$ cat src/rtl/day01_pkg.sv
// Shared defaults and FSM state type for the day01 ROM arbiter.
package day01_pkg;

    localparam int DAY01_DEPTH  = 973;
    localparam int DAY01_ADDR_W = 16;
    localparam int DAY01_DATA_W = 64;

    typedef enum logic {
        IDLE  = 1'b0,
        ISSUE = 1'b1
    } state_t;

endpackage

$ cat src/rtl/day01_rom_arbiter.sv
// Two-requester round-robin arbiter in front of a shared combinational ROM:
// grant and address register in IDLE, ROM read and response capture in ISSUE.
module day01_rom_arbiter
    import day01_pkg::*;
#(
    parameter int DEPTH  = DAY01_DEPTH,
    parameter int ADDR_W = DAY01_ADDR_W,
    parameter int DATA_W = DAY01_DATA_W
) (
    input  logic                     clk,
    input  logic                     rst,
    input  logic                     req0,
    input  logic                     req1,
    input  logic [ADDR_W-1:0]        addr0,
    input  logic [ADDR_W-1:0]        addr1,
    output logic                     gnt0,
    output logic                     gnt1,
    output logic                     rvalid0,
    output logic                     rvalid1,
    output logic signed [DATA_W-1:0] rdata0,
    output logic signed [DATA_W-1:0] rdata1,
    output logic                     err0,
    output logic                     err1,
    output logic [ADDR_W-1:0]        rom_addr,
    output logic                     rom_en,
    input  logic signed [DATA_W-1:0] rom_data
);

    state_t state;
    state_t next_state;
    logic   grant_any;
    logic   grant_one;
    logic   prio_one;
    logic   addr_ok;

    assign addr_ok = (32'(rom_addr) < 32'(DEPTH));
    assign rom_en  = (state == ISSUE) && addr_ok;

    // NOTE: every signal gets a default first so no path leaves it unassigned and infers a latch.
    always_comb begin
        next_state = state;
        grant_any  = 1'b0;
        grant_one  = 1'b0;
        case (state)
            IDLE: begin
                if (req0 || req1) begin
                    next_state = ISSUE;
                    grant_any  = 1'b1;
                    grant_one  = req1 && (!req0 || prio_one);
                end
            end
            ISSUE:   next_state = IDLE;
            default: next_state = IDLE;
        endcase
    end

    // NOTE: sequential state uses non-blocking assignments so all registers update from pre-edge values.
    always_ff @(posedge clk or posedge rst) begin
        if (rst) begin
            state <= IDLE;
        end else begin
            state <= next_state;
        end
    end

    // gnt stays high exactly for the ISSUE cycle, so it also identifies the owner of the read.
    always_ff @(posedge clk or posedge rst) begin
        if (rst) begin
            gnt0     <= 1'b0;
            gnt1     <= 1'b0;
            rvalid0  <= 1'b0;
            rvalid1  <= 1'b0;
            err0     <= 1'b0;
            err1     <= 1'b0;
            rdata0   <= '0;
            rdata1   <= '0;
            rom_addr <= '0;
            prio_one <= 1'b0;
        end else begin
            gnt0    <= grant_any && !grant_one;
            gnt1    <= grant_any && grant_one;
            rvalid0 <= 1'b0;
            rvalid1 <= 1'b0;
            err0    <= 1'b0;
            err1    <= 1'b0;
            if (grant_any) begin
                rom_addr <= grant_one ? addr1 : addr0;
                prio_one <= !grant_one;
            end
            if (state == ISSUE) begin
                if (gnt1) begin
                    rvalid1 <= 1'b1;
                    err1    <= !addr_ok;
                    rdata1  <= addr_ok ? rom_data : '0;
                end else begin
                    rvalid0 <= 1'b1;
                    err0    <= !addr_ok;
                    rdata0  <= addr_ok ? rom_data : '0;
                end
            end
        end
    end

endmodule

$ cat config.mk
export PLATFORM = sky130hd
export DESIGN_NAME = day01_rom_arbiter
export DESIGN_NICKNAME = d
export VERILOG_FILES = /design/src/rtl/day01_pkg.sv /design/src/rtl/day01_rom_arbiter.sv
export SDC_FILE = /design/constraint.sdc
export NUM_CORES = 1
export LEC_CHECK = 0
export CELL_PAD_IN_SITES_DETAIL_PLACEMENT = 0
export CELL_PAD_IN_SITES_GLOBAL_PLACEMENT = 1
export CORE_MARGIN = 2
export CORE_UTILIZATION = 37
export DETAILED_ROUTE_END_ITERATION = 10
export HOLD_SLACK_MARGIN = 0.03
export MAX_ROUTING_LAYER = met4
export PLACE_DENSITY = 0.94
export SLEW_MARGIN = 40
export SYNTH_ARGS = -nofsm -noshare
export SYNTH_HDL_FRONTEND = slang
export SYNTH_SLANG_ARGS = --single-unit
$ cat constraint.sdc
create_clock -name clk -period 12.6 [get_ports clk]
set_clock_uncertainty 0.15 [all_clocks]
set_input_delay 2.52 -clock clk [delete_from_list [all_inputs] [get_ports clk]]
set_output_delay 2.52 -clock clk [all_outputs]
set_load 0.005 [all_outputs]
Word level (Yosys, flattened, before mapping):

Index checks and enable logic that the tools add are counted.

* register bits after elaboration: 152
* bits of input ports: 100
* output and inout bits: 151

* $lt $le $gt $ge: 1
* muxes and demuxes: 15
* bitwise gates (word level): 2
* reduce and logical (&&, ||, !) cells: 11

Operators by type and width (count)
* two-way mux 64 bit: 1
* < comparator 16 x 10 -> 1 bit (second input constant): 1
* two-way mux 16 bit: 1
* two-way mux 1 bit: 12
* logical AND 1 bit: 4
* AND reduction 2 bit: 2
* logical NOT 1 bit: 3
* logical OR 1 bit: 2
* inverter 1 bit: 2
* one-hot mux 1 bit (2 select lines): 1

Depth between registers and ports, before layout:

Gate-level depths: netlist of run 1.

* word-level depth: 7
* gate-level depth with buffers: 6
* depth with buffers taken out: 4

Least setup slack after synthesis of run 1:

Ideal clock, no wire load.

* path kind: reg-to-output
* start point: register rom_addr[15]
* end point: output rom_en
* data arrival time: 1180 ps
* required time: 9930 ps
* path slack: 8750 ps
* stages on the path, launching flop included: 4
* path through: dfrtp_1 nor4_4 and2_1 and3_1

* cells in the longest elaborated chain, start to end: 2

Ends and longest elaborated chain
* start, declared: RTL line day01_rom_arbiter.sv:24 `output logic [ADDR_W-1:0] rom_addr,`
* start signal, assigned: RTL line day01_rom_arbiter.sv:87 `rom_addr <= grant_one ? addr1 : addr0;`
* < comparator 16 x 10 -> 1 bit: RTL line day01_rom_arbiter.sv:36 `assign addr_ok = (32'(rom_addr) < 32'(DEPTH));`
* logical AND 1 bit: RTL line day01_rom_arbiter.sv:37 `assign rom_en = (state == ISSUE) && addr_ok;`
* end, declared: RTL line day01_rom_arbiter.sv:25 `output logic rom_en,`

Every way passes these cells.

Worst setup path in the final report of run 1:

Ends and elaborated chain as after synthesis.

==> results of run 1 <==
cell type report:
class	instances	area, µm²
Timing Repair Buffer	260	2580
Tap cell	234	293
Clock buffer	19	453
Clock inverter	13	194
Sequential cell	152	3800
Multi-Input combinational cell	470	2800
Fill cell	1696	8620
Inverter	4	22.5
layout by cell type, fill, tap and decap left out, types with 2 or more instances in the layout:
cell and n:
clkbuf_8 2, clkinvlp_4 4, clkdlybuf4s50_1 250, nand2_1 209, o21ai_0 19, dfrtp_1 152
and2_1 3, nand4_1 65, nor2b_2 2, buf_4 8, a21oi_1 18, buf_6 2
o31ai_1 4, clkinv_4 3, clkbuf_16 17, o31ai_2 54, o21ai_1 61, a21o_1 2
inv_2 3, a22oi_1 16, o31ai_4 6, inv_6 2, bufinv_16 4
worst min-delay path, cell delays in order, from the launching register on:
cell,delay [ns]
dfrtp_1,0.34
nand2_1,0.04
o21ai_0,0.06
power breakdown:
group	switching (mW)	leakage [nW]	internal, mW	total (mW)
registers	0.0336	2.07	0.537	0.570
clock network	0.212	0.302	0.344	0.556
logic	0.174	1.68	0.148	0.322
total	0.419	4.06	1.03	1.45
worst max-delay path by stage:
stage,from,to,slack [ns],cells after the start
2_1_floorplan,rst,err0,5.84,1
3_3_place_gp,rom_addr[15],rom_en,7.66,5
3_5_place_dp,rom_addr[15],rom_en,7.66,5
4_1_cts,rom_addr[15],rom_en,7.18,5
5_1_grt,rom_addr[15],rom_en,7.01,5
6_report,rom_addr[15],rom_en,7.18,5
metal layers:
| metal | vias to the layer above | global-route usage [%] | share of wire [%] |
|---|---|---|---|
| met5 | - | - | 0 |
| met4 | 0 | 5.58 | 1.5 |
| met3 | 27 | 6.12 | 7.9 |
| met2 | 242 | 33.4 | 48 |
| met1 | 3062 | 28.6 | 43 |
| li1 | 2860 | - | - |
cells in the mapped netlist (2+ instances only):
library cell and number:
o21ai_0 19, dfrtp_1 152, buf_2 24, a22oi_1 16
o31ai_2 54, inv_1 3, nor2b_1 2, nand2b_1 2
o31ai_1 4, nand2_1 210, a21o_1 2, o21ai_1 61
and2_1 3, nand4_1 65, nor2_1 2, o31ai_4 6
clkbuf_1 18, buf_6 9, a21oi_1 19, clkbuf_2 5
buf_12 6, buf_4 6
registers in the layout, indices dropped and copies added (netlist names):
| name | cells |
|---|---|
| rdata0 | 64 |
| rvalid0 | 1 |
| err1 | 1 |
| state | 1 |
| gnt0 | 1 |
| rom_addr | 16 |
| gnt1 | 1 |
| rvalid1 | 1 |
| rdata1 | 64 |
| prio_one | 1 |
| err0 | 1 |
cell families (layout without fill, tap and decap cells):
| kind of cell | Yosys count | count (layout) | synth area share (%) |
|---|---|---|---|
| flops | 152 | 152 | 53.6 |
| compound gates | 183 | 183 | 21.0 |
| simple gates | 287 | 287 | 18.1 |
| buf+inv | 75 | 296 | 7.33 |
==> metrics, run 1 <==
worst hold margin 0.325 ns; Fmax achieved between 150 and 200 MHz; CTS H-tree depth 4; Core Area 18800 µm²; top cells by area, synth dfrtp_1 (54%), nand2_1 (11%), o31ai_2 (9.5%); P per Cell Area roughly 140 nW/µm²; DP Worst Slack roughly 7.7 ns; minimum clock period between 5 and 6 ns; vias 6191; Yosys top cell by area dfrtp_1; initial antenna violation count 0; post-DR wirelength/cell 18.7 µm; Clk Latency, worst-skew pair around 0.42 ns; Critical Path Fanout Max between 60 and 70; Post-route DRC 0; Reg2Reg Capture Point rdata1[22]; Design Area, Final around 10000 µm²; Setup Fix Bufs, Post-CTS 0; hold_buf cts 0; Post-Route WL ~22000 µm; die area 20300 µm²; Setup TNS 0 ns; area of the mapped netlist just over 7000 µm²; critical path's top delay family buffers and inverters; non-filler cells, final ~1200; # setup viols final 0; Worst Hold Depth 2; Worst Setup End Kind primary output; Nets roughly 1000; post-CTS sizing 0; GRT Total Usage a little over a fifth; Syn Inst Count around 700; mean area per synthesized cell slightly above 10 µm²; worst setup margin between 7 and 8 ns; fin. max-slew vios 0; Tot Pwr around 1.4 mW; r2r startpoint rom_addr[15]; Ant. Diodes 0; vias per inst between 5 and 6; worst vdd ir between 0.09 and 0.1 mV; Pleak around 4.1 nW; Root Buffer clkbuf_16; EDFF count, synth 0; DR pass1 iterations 7; Ys Warns 0; Crit path arrival time about 2.8 ns; critical path, cell by cell nor4_4, buf_4, and2_1, and3_1, clkdlybuf4s50_1; RSZ-0062 raised after global routing no; Slew HR between 40% and 50%; hold path startpoint rdata0[60]; I/O Pins about 250; WS Path Type register to primary output; placed inst area around 9500 µm²; Reg clk slew, reported paths 0.06 ns; Crit path required time about 9.9 ns; grt ovf 0; initial core utilization 37.8%; share of the synthesized area in the top cell type a little over half; Syn Nets around 800; Slew @ Worst Pin slightly above 0.8 ns; CTS tree built; fin util between 50% and 60%; Main synth FF type dfrtp_1; outcome finished, final reports clean; Area Growth Syn to Fin 43.1%; Die Y about 140 µm; Bufs and invs on worst path 2; Post-synth ARST share 100%; reg-to-reg slack, setup 9.67 ns; number of global-route vias before repair ~5900; Worst Setup Start Kind register; MaxCap Viol Count 0; hold crit path type register to register; Placer Congestion between 0.8 and 0.9; number of port buffers 250; Yosys reg bits between 150 and 200; Routed Antenna Nets 0; first-pass GRT wire length around 33000 µm; CP max stage delay between 0.6 and 0.7 ns; Initial DRC Count between 300 and 400; Die W about 140 µm; maximum root-to-sink buffer count 2; R2R depth 5; layout cells sized above 1 12.6%; DP HPWL ~14000 µm; TritonCTS buffer count 17; Final Hold Violating Endpoints 0; register area share after synthesis a little over half; clock sinks approximately 150; largest net degree at the start of global routing between 80 and 90; Final Cycle Share a little over two fifths; Inst Count DP approximately 1100; Synth cell types 31; WHS Endpoint rdata0[60]; Crit-path slowest cell buf_4; # rows 50
No activity file was read; power rests on OpenSTA's default activity.
==> run 2: changes to the inputs <==
Settings changed: CORE_UTILIZATION 37 to 34, PLACE_DENSITY 0.94 to 0.88.
Clock period 12.6 ns to 5.52 ns, I/O delays scaled along.
==> metrics, run 2 (synthesis gave the netlist of run 1 again) <==
Slew HR between 40% and 50%; R2R depth 5; Reg clk slew, reported paths 0.06 ns; Core Area 20400 µm²; most frequent cells in the layout clkdlybuf4s50_1 (250), nand2_1 (209), dfrtp_1 (152), nand4_1 (65), o21ai_1 (61); non-filler cells, final between 1000 and 1500; CP max stage delay approximately 0.51 ns; P per Cell Area between 300 and 400 nW/µm²; CTS H-tree depth 4; DP Worst Slack around 2.4 ns; Die Y roughly 150 µm; most common cell after layout, fill and taps aside clkdlybuf4s50_1; number of port buffers 250; Die W 148 µm; MaxCap Viol Count 0; Fmax achieved just over 300 MHz; post-DR wirelength/cell 18.4 µm; TritonCTS buffer count 17; GRT Total Usage a little over 20%; Setup Fix Bufs, Post-CTS 0; post-CTS sizing 0; met1 wire length 9560 µm; outcome finished, final reports clean; Worst Setup End Kind primary output; DP HPWL 13800 µm; internal power roughly 2.3 mW; vias per inst roughly 5.1; hold path startpoint rdata0[59]; Inst Count DP 1155; worst setup margin around 2.2 ns; first-pass GRT wire length 34500 µm; reg-to-reg slack, setup between 2 and 3 ns; Reg2Reg Capture Point rdata1[57]; fin util 50.0%; DR pass1 iterations 5; Post-Route WL between 20000 and 25000 µm; Worst path depth 4; largest net degree at the start of global routing between 80 and 90; initial antenna violation count 1; Final Hold Violating Endpoints 0; minimum clock period approximately 3.3 ns; maximum root-to-sink buffer count 2; Critical Path Fanout Max 3; Psw ~0.95 mW; fin. max-slew vios 0; clock sinks approximately 150; WS Path Type register to primary output; Routed Antenna Nets 0; Worst Setup Start Kind register; WHS Endpoint rdata0[59]; Sw Ratio just under 30%; Setup TNS 0 ns; Root Buffer clkbuf_16; Reg power frac between 30% and 40%; Bufs and invs on worst path 1; number of global-route vias before repair about 6100; Nets 1005; Comb pwr share between 20% and 30%; RSZ-0062 raised after global routing no; Worst Hold Depth 2; Final Cycle Share between 50 and 60%; Initial DRC Count 300; Crit-path slowest cell clkdlybuf4s50_1; layout cells sized above 1 12.2%; Area Growth Syn to Fin 43.6%; Clk Latency, worst-skew pair between 0.4 and 0.5 ns; hold crit path type register to register; critical path, cell by cell nor4_4, and2_1, and3_1, clkdlybuf4s50_1; CTS tree built; hold_buf cts 0; r2r startpoint rom_addr[15]; largest registers rdata0 x64, rdata1 x64, rom_addr x16; critical path's top delay family simple AND/OR/NAND/NOR gates; Crit path arrival time slightly above 2 ns; Slew @ Worst Pin 0.837 ns; met3 wire length 1780 µm; vias 6099; worst vdd ir between 0.15 and 0.2 mV; Crit path required time around 4.3 ns; Pleak between 4 and 5 nW; I/O Pins 251; met2 WL post-DR about 10000 µm; # rows 52; # setup viols final 0; highest metal used met4; Post-route DRC 0; worst hold margin between 0.3 and 0.4 ns; clock network fraction of total power a little under two fifths; Placer Congestion between 0.8 and 0.9; initial core utilization 34.8%; grt ovf 0; die area approximately 22000 µm²
==> run 2: cell count changes in the layout (fill, tap and decap cells not counted), sizes merged <==
cell and change:
inv -1, diode +1, clkbuf +1, clkinvlp -1
==> run 2: worst reg2reg max path, stage by stage, from the launching register on <==
cell and delay (ns):
dfrtp_1 0.42, nor4_4 0.29, buf_4 0.69, nand2_4 0.37, buf_6 0.41, o31ai_2 0.33
==> run 2: how the worst max path moves through the flow <==
stage / from / endpoint / slack, ns
finish: rom_addr[15] / rom_en / 2.24
CTS: rom_addr[15] / rom_en / 2.22
global placement: req1 / rom_addr[2] / 2.45
floorplan: rst / err0 / 0.17
detailed placement: req1 / rom_addr[5] / 2.39
global route: rom_addr[15] / rom_en / 2.12
==> run 2: layer usage <==
metal	GRT usage, %	vias up
met4	6.00	0
met5	-	-
met2	30.8	251
li1	-	2868
met3	5.61	26
met1	27.8	2954
==> run 2: through the flow <==
stage	area [µm²]	total power, mW
after global routing	10200	3.43
after CTS	10200	3.30
after floorplan	7100	1.69
after global placement	9540	2.06
after detailed placement	9550	2.07
final	10200	3.27
==> run 2: area by class of cell <==
class                      count  area, µm²
clock buffer                  20        437
timing repair buffer         260       2610
clock inverter                11        174
fill                        1899      10200
antenna                        1       2.50
inverter                       4       22.5
sequential                   152       3800
multi-input combinational    470       2800
tap                          270        338
==> run 2: power by group through the flow <==
stage	combinational [mW]	sequential, mW	clock [mW]
finish	0.737	1.31	1.23
global route	0.800	1.32	1.31
CTS	0.743	1.31	1.25
detailed placement	0.740	1.33	0
global placement	0.735	1.32	0
floorplan	0.375	1.32	0
==> run 3: changes to the inputs <==
Clock period 5.52 ns to 3.05 ns, I/O delays scaled along.
==> metrics, run 3 (synthesis gave the netlist of run 1 again) <==
Crit-path slowest cell clkdlybuf4s50_1; worst vdd ir ~0.45 mV; vias per inst roughly 5; P per Cell Area 596 nW/µm²; minimum clock period about 2.9 ns; # rows 52; die area about 22000 µm²; Multi-input gate area ~2800 µm²; Reg clk slew, reported paths about 0.060 ns; Area Growth Syn to Fin 45.7%; Slew HR approximately two fifths; Critical Path Fanout Max 3; Post-route DRC 0; Routed Antenna Nets 0; critical path, cell by cell nor4_4, and2_1, and3_1, clkdlybuf4s50_1; worst setup path start rom_addr[15]; Core Area slightly above 20000 µm²; reg-to-reg slack, setup a little over 0.9 ns; WS Path Type register to primary output; most common cell after layout, fill and taps aside clkdlybuf4s50_1; Setup TNS 0 ns; initial antenna violation count 0; RSZ-0062 raised after global routing no; worst setup margin 0.176 ns; Ant. Diodes 0; DP Worst Slack approximately 0.60 ns; r2r startpoint rom_addr[15]; layout cells sized above 1 roughly an eighth; maximum root-to-sink buffer count 2; Clk Latency, worst-skew pair between 0.4 and 0.5 ns; first-pass GRT wire length around 35000 µm; R2R depth 4; Slew @ Worst Pin approximately 0.87 ns; Pleak 4.14 nW; CTS tree built; Fmax achieved roughly 350 MHz; CP max stage delay around 0.5 ns; register area 3800 µm²; post-CTS sizing 0; Initial DRC Count ~240; Die Y between 100 and 150 µm; # setup viols final 0; hold crit path type register to register; Setup Fix Bufs, Post-CTS 0; I/O Pins 251; Worst Setup Start Kind register; Post-Route WL roughly 22000 µm; Crit path required time 2.29 ns; fin. max-slew vios 0; outcome finished, final reports clean; fillers 1890; number of port buffers 250; CTS H-tree depth 4; grt ovf 0; GRT Total Usage a little over a fifth; Final Hold Violating Endpoints 0; TritonCTS buffer count 17; DR pass1 iterations 4; post-DR wirelength/cell between 15 and 20 µm; largest net degree at the start of global routing 66; DP HPWL roughly 14000 µm; Die W about 150 µm; Final Cycle Share a little over nine tenths; MaxCap Viol Count 0; most frequent cells in the layout clkdlybuf4s50_1 (250), nand2_1 (209), dfrtp_1 (152), nand4_1 (65), o21ai_1 (61); number of global-route vias before repair 6158; Nets around 1000; vias between 6000 and 7000; Crit path arrival time between 2 and 2.5 ns; Placer Congestion 0.882; initial core utilization approximately a third; largest registers rdata0 x64, rdata1 x64, rom_addr x16; CP endpoint rom_en; Reg2Reg Capture Point rdata0[60]; hold_buf cts 0; clock sinks between 150 and 200; Root Buffer clkbuf_16; Worst Setup End Kind primary output
## run 3: area by class of cell
type,instances,share of cell area [%]
clock buffer,19,4.38
clock inverter,11,2.13
inverter,4,0.182
multi-input combinational,470,27.1
sequential,152,36.8
tap,270,3.27
timing repair buffer,269,26.2
## run 3: worst min path at each step
stage | endpoint | slack, ns | from | cells past startpoint
finish | rdata1[10] | 0.33 | rdata1[10] | 2
global route | rdata1[8] | 0.35 | rdata1[8] | 2
CTS | rdata1[30] | 0.33 | rdata1[30] | 2
detailed placement | rdata1[30] | 0.32 | rdata1[30] | 2
global placement | rdata0[60] | 0.31 | rdata0[60] | 2
floorplan | prio_one | 0.31 | prio_one | 1
## run 3: routing by layer
| layer | global-route usage, % | up-vias | routed length [µm] |
|---|---|---|---|
| met1 | 26.2 | 2971 | 9330 |
| met4 | 6.05 | 0 | 412 |
| met2 | 33.0 | 236 | 10700 |
| li1 | - | 2885 | - |
| met3 | 7.09 | 27 | 1800 |
| met5 | - | - | 0 |
## run 3: critical path, delay by kind of cell, from the launching register on
| kind | cells | cell delay, ns |
|---|---|---|
| AND/OR/NAND/NOR | 3 | 0.79 |
| flip-flops | 1 | 0.42 |
| buffers and inverters | 1 | 0.50 |
## run 3: report_power, final
group	leakage [nW]	total [mW]	internal [mW]	switching [mW]
combinational	1.74	1.38	0.634	0.742
sequential	2.07	2.35	2.22	0.131
clock	0.329	2.43	1.58	0.857
total	4.14	6.16	4.43	1.73
## run 3: metrics by stage
step	cells	util [%]	hold WS [ns]	power (mW)	area [µm²]
5_1_grt	1195	50.8	0.347	6.45	10300
2_1_floorplan	697	-	0.313	3.07	7100
3_5_place_dp	1165	47.5	0.320	3.78	9660
3_3_place_gp	1165	47.5	0.311	3.76	9660
6_report	1195	50.8	0.328	6.16	10300
4_1_cts	1195	50.8	0.333	6.24	10300
